$ cat src/rtl/div_pkg.sv
// Shared types and helpers for the sequential restoring divider.
package div_pkg;

   typedef enum logic [1:0] {
      IDLE,
      RUN,
      FINISH
   } div_state_t;

   // Iteration counter width; never below one bit.
   function automatic int unsigned cnt_width(input int unsigned w);
      return (w > 1) ? $clog2(w) : 1;
   endfunction

endpackage

$ cat src/rtl/div_step.sv
// One restoring-division iteration: shift the next dividend bit into the remainder,
// then subtract the divisor if it fits.
module div_step #(
   parameter int unsigned Width = 32
) (
   input  logic [Width:0]   rem_i,
   input  logic [Width-1:0] quo_i,
   input  logic [Width-1:0] div_i,
   output logic [Width:0]   rem_o,
   output logic [Width-1:0] quo_o
);

   logic [Width:0] rem_s;
   logic           unused_rem_msb;

   // The working remainder stays below the divisor, so its top bit is always clear.
   assign unused_rem_msb = rem_i[Width];

   always_comb begin
      rem_s = {rem_i[Width-1:0], quo_i[Width-1]};
      rem_o = rem_s;
      quo_o = {quo_i[Width-2:0], 1'b0};
      if (rem_s >= {1'b0, div_i}) begin
         rem_o = rem_s - {1'b0, div_i};
         quo_o = {quo_i[Width-2:0], 1'b1};
      end
   end

endmodule

$ cat src/rtl/seq_divider.sv
// Multi-cycle unsigned restoring divider: one quotient bit per clock, DONE pulses with
// registered Q/R/DIV0.
module seq_divider
   import div_pkg::*;
#(
   parameter int unsigned n = 32
) (
   input  logic         clk,
   input  logic         rst,
   input  logic         START,
   input  logic [n-1:0] A,
   input  logic [n-1:0] B,
   output logic         BUSY,
   output logic         DONE,
   output logic [n-1:0] Q,
   output logic [n-1:0] R,
   output logic         DIV0
);

   localparam int unsigned CntW = cnt_width(n);

   div_state_t      state_q;
   logic [CntW-1:0] cnt_q;
   logic [n:0]      rem_q;
   logic [n-1:0]    quo_q;
   logic [n-1:0]    div_q;
   logic [n-1:0]    q_q;
   logic [n-1:0]    r_q;
   logic            div0_q;

   logic [n:0]      rem_d;
   logic [n-1:0]    quo_d;

   div_step #(
      .Width (n)
   ) u_step (
      .rem_i (rem_q),
      .quo_i (quo_q),
      .div_i (div_q),
      .rem_o (rem_d),
      .quo_o (quo_d)
   );

   always_ff @(posedge clk) begin
      if (rst) begin
         state_q <= IDLE;
         cnt_q   <= '0;
         rem_q   <= '0;
         quo_q   <= '0;
         div_q   <= '0;
         q_q     <= '0;
         r_q     <= '0;
         div0_q  <= 1'b0;
      end else begin
         unique case (state_q)
            IDLE: begin
               if (START) begin
                  if (B != '0) begin
                     quo_q   <= A;
                     div_q   <= B;
                     rem_q   <= '0;
                     cnt_q   <= '0;
                     state_q <= RUN;
                  end else begin
                     // Division by zero skips the iteration loop entirely.
                     q_q     <= '1;
                     r_q     <= A;
                     div0_q  <= 1'b1;
                     state_q <= FINISH;
                  end
               end
            end
            RUN: begin
               rem_q <= rem_d;
               quo_q <= quo_d;
               cnt_q <= cnt_q + CntW'(1);
               if (cnt_q == CntW'(n - 1)) begin
                  q_q     <= quo_d;
                  r_q     <= rem_d[n-1:0];
                  div0_q  <= 1'b0;
                  state_q <= FINISH;
               end
            end
            FINISH: state_q <= IDLE;
            default: state_q <= IDLE;
         endcase
      end
   end

   assign BUSY = (state_q != IDLE);
   assign DONE = (state_q == FINISH);
   assign Q    = q_q;
   assign R    = r_q;
   assign DIV0 = div0_q;

endmodule

$ cat config.mk
export PLATFORM = sky130hd
export DESIGN_NAME = seq_divider
export DESIGN_NICKNAME = d
export VERILOG_FILES = /design/src/rtl/div_pkg.sv /design/src/rtl/div_step.sv /design/src/rtl/seq_divider.sv
export SDC_FILE = /design/constraint.sdc
export NUM_CORES = 1
export LEC_CHECK = 0
export CAP_MARGIN = 20
export CELL_PAD_IN_SITES_DETAIL_PLACEMENT = 1
export CELL_PAD_IN_SITES_GLOBAL_PLACEMENT = 1
export CORE_MARGIN = 2
export CORE_UTILIZATION = 40
export DETAILED_ROUTE_END_ITERATION = 8
export PLACE_DENSITY_LB_ADDON = 0.1
export SYNTH_ARGS = -nofsm -noshare
export SYNTH_HDL_FRONTEND = slang
export SYNTH_SLANG_ARGS = --single-unit
$ cat constraint.sdc
create_clock -name clk -period 3.4 [get_ports clk]
set_clock_uncertainty 0.1 [all_clocks]
set_input_delay 0.51 -clock clk [delete_from_list [all_inputs] [get_ports clk]]
set_output_delay 0.51 -clock clk [all_outputs]
set_load 0.005 [all_outputs]
==> flow_summary.yaml <==
outcome:
  outcome: "completed"
logic_synthesis:
  synth_simple_gate_area_share_pct: 23.5
  ys_types: 60
  yosys_warnings: 0
  avgSynthCellArea_um2: 7.82
  synthFlopType: "dfxtp_1"
  synth_edf_count: 0
  synth_top_family_by_area: "simple AND/OR/NAND/NOR gates"
  synth_seq_cells: 168
  yosysSeqAreaShare_pct: 39.4
  synth_area_um2: 8550
  synth_nets: 1195
  synth_fa_ha_area_share_pct: 5.21
  synth_cells: 1093
  synth_compound_gate_area_share_pct: 20.3
  synth-async-reset-ratio_pct: 0
  synthXorXnorAreaFrac_pct: 2.66
  synthMuxAreaShare_pct: 3.16
route:
  routedWlPerCell_um: 18.9
  vias: 8453
  drt_wl_total_mm: 28.6
  drtIter0Drc: 372
  drc: 0
  dr.pass1.iters: 4
  drt-vias-per-instance: 5.56
  drtAntennaViolNets: 0
power:
  netSwitchingPower_uw: 5400
  p_per_area_nw_per_um2: 1080
  clkPwrFrac_pct: 16.1
  switching_share_pct: 44.3
  combPwrFrac_pct: 63.8
  seqPwrFrac_pct: 20.1
  leakage_uw: 0.00427
  internal-power_uw: 6770
  ir_drop_mv: 1.25
placed_design:
  dp.cells: 1484
  hpwl_mm: 20.7
  dp_slack_ns: 0.00468
  place.gp.congestion: 0.919
  placed_cell_area_um2: 10500
  io_buffer_count: 133
clock_network:
  clock_sinks: 168
  root_buffer: "clkbuf_16"
  clk_pin_slew_worst_paths_ns: 0.08
  cts_buffers: 17
  clk_latency_ns: 0.43
  cts-htree-levels: 4
  cts.path.max_buffers: 2
  cts_tree: "done"
  cts_hold_buf: 0
worst_setup_path:
  critPathMaxFanout: 28
  start_kind: "flop"
  cp.required_ns: 3.64
  critPathKind: "flop to flop"
  slowest_delay_ns: 0.52
  slowest_stage: "or4_4"
  cp.arrival_ns: 3.51
  crit_chain: "inv_1, ha_1, and4_1, and3_1, and3b_1, or4_4, o21a_1, buf_12, mux2_2, nand2_1, a311oi_1"
  crit_path_end_kind: "flop"
timing:
  setup_violations: 0
  period_needed_ns: 3.28
  min_period_over_period_pct: 96.4
  hold_violations: 0
  worstMarginPinSlew_ns: 0.684
  hold_ws_ns: 0.355
  relSlewSlack_pct: 54.4
  max_freq_mhz: 305
  maxSlewViolCount: 0
  worst_slack_ns: 0.124
grt:
  grt_pass1_wl_mm: 45.9
  grt_usage_pct: 25.8
  overflow: 0
  grt_max_degree: 89
  grt_pass1_vias: 8752
  grt_antenna_before_repair: 0
floorplanning:
  start_util_pct: 40.7
  dieHeight_um: 150
  fp-row-count: 53
  dieArea_um2: 22500
  core-area_um2: 21000
  chipWidth_um: 150
  ioPinCount: 134
layout:
  n_antenna_cell: 0
  instances_no_fill: 1519
  layout-drive-gt1-share_pct: 11.7
  final_net_count: 1333
  final_area_um2: 11200
  fillers: 2501
  syn_to_final_growth_pct: 31.3
flow_run:
  maxCapViolCount: 0
worst_hold_path:
  hold_class: "flop to flop"
metal layers:
layer / track usage, % / wire (um)
met4: 7.64 / 548
met1: 31.7 / 12600
met2: 45.8 / 14500
met3: 4.64 / 968
met5: 0 / 0
state kept, by name, summed over array words and instances, names as in the netlist:
register	flops
quo_q	32
DIV0	1
Q	32
state_q	2
R	32
rem_q	32
cnt_q	5
div_q	32
area by class of cell:
cell class                 count  area, um^2  area share [%]
clock buffer                  18         439            3.91
clock inverter                14         150            1.34
inverter                      46         173            1.54
multi-input combinational    803        4800            42.7
sequential                   168        3360            30.0
tap                          275         344            3.07
timing repair buffer         195        1960            17.4
stage by stage:
stage	util, %	power (uW)	setup TNS (ns)
2_1_floorplan	-	7680	0
3_3_place_gp	50.1	9770	0
3_5_place_dp	50.1	9870	0
4_1_cts	53.0	12000	0
5_1_grt	53.4	13000	-0.00453
6_report	53.4	12200	0
cells in the final DEF (no fill, tap or decap), drive strengths merged, types with 3 or more instances in the layout:
cell / Yosys / layout
xor2: 12 / 12
nand2b: 4 / 4
a2111oi: 4 / 4
inv: 46 / 54
buf: 15 / 63
mux2: 18 / 18
a21o: 14 / 14
o21a: 9 / 9
a211oi: 6 / 6
and2: 5 / 5
ha: 34 / 34
o41ai: 3 / 3
nand3b: 4 / 4
a311oi: 53 / 53
and3: 9 / 9
clkdlybuf4s50: 0 / 132
nand4: 7 / 7
o21bai: 7 / 7
a22oi: 4 / 4
xnor2: 14 / 14
o21ai: 23 / 23
a31oi: 6 / 6
clkbuf: 61 / 18
nor4: 10 / 10
nor2: 116 / 116
nor2b: 5 / 5
a21oi: 95 / 95
nand2: 201 / 201
clkinv: 0 / 6
mux2i: 6 / 6
or2: 6 / 6
dfxtp: 168 / 168
nand3: 11 / 11
nor3: 76 / 76
o211ai: 9 / 9
cell usage after synthesis, types with 3 or more instances:
library cell	count	area, um^2
nor4_1	10	62.6
a211oi_1	5	37.5
o21ai_1	3	15.0
ha_1	34	425
clkbuf_1	61	229
xor2_1	12	105
o21bai_1	7	52.6
nand2_1	201	754
mux2_2	16	180
dfxtp_1	168	3360
nand3_1	11	55.1
nor2_1	116	435
a21o_1	14	105
and3_1	9	56.3
xnor2_1	14	123
buf_6	4	45.0
a311oi_1	53	464
a31oi_1	6	37.5
and2_1	5	31.3
a22oi_1	4	30.0
o21ai_0	20	100
nand3b_1	4	30.0
nor3_1	76	380
o211ai_1	9	67.6
nand2b_1	4	25.0
nor2b_1	5	31.3
o21a_1	9	67.6
nand4_1	7	43.8
a2111oi_0	4	35.0
inv_1	46	173
mux2i_1	6	60.1
buf_1	9	33.8
or2_2	6	37.5
a21oi_1	95	475
o41ai_1	3	26.3
worst max-delay path: cells and delay by family (launching register included):
family          cells  cell delay [ns]
flops               1             0.33
simple gates        5             1.32
fa+ha+maj           1             0.38
buf+inv             2             0.23
mux                 1             0.24
compound gates      2             0.55
cell families after synthesis:
kind of cell             after synthesis
AND/OR/NAND/NOR                      462
AO/OA/AOI/OAI                        256
multiplexers                          24
buffers and inverters                122
XOR/XNOR                              26
flip-flops                           168
adder cells (fa/ha/maj)               35
power by group through the flow:
| stage | Clock, uW | Combinational (uW) | Sequential (uW) |
|---|---|---|---|
| after global placement | 0 | 7290 | 2480 |
| final | 1960 | 7760 | 2450 |
| after CTS | 2000 | 7510 | 2440 |
| after detailed placement | 0 | 7390 | 2480 |
| after global routing | 2080 | 8490 | 2470 |
| after floorplan | 0 | 5290 | 2390 |
what timing repair did:
action | 4_1_cts | 5_1_grt
endpoints found under the setup margin | 2 | 29
pin swaps | 0 | 6
buffers inserted | 0 | 3
endpoints found under the hold margin | 0 | 0
gates resized for setup | 1 | 17
path summary, 6_finish.rpt:
check,start,to,slack (ns),depth (start not counted)
worst max register to register,div_q[8]$_SDFFE_PP0P_,R[8]$_SDFFE_PP0P_,0.12,11
worst min-delay path,div_q[20]$_SDFFE_PP0P_,div_q[20]$_SDFFE_PP0P_,0.36,2
worst min register to register,div_q[20]$_SDFFE_PP0P_,div_q[20]$_SDFFE_PP0P_,0.36,2
worst max-delay path,div_q[8]$_SDFFE_PP0P_,R[8]$_SDFFE_PP0P_,0.12,11
No activity file was read; power rests on OpenSTA's default activity.
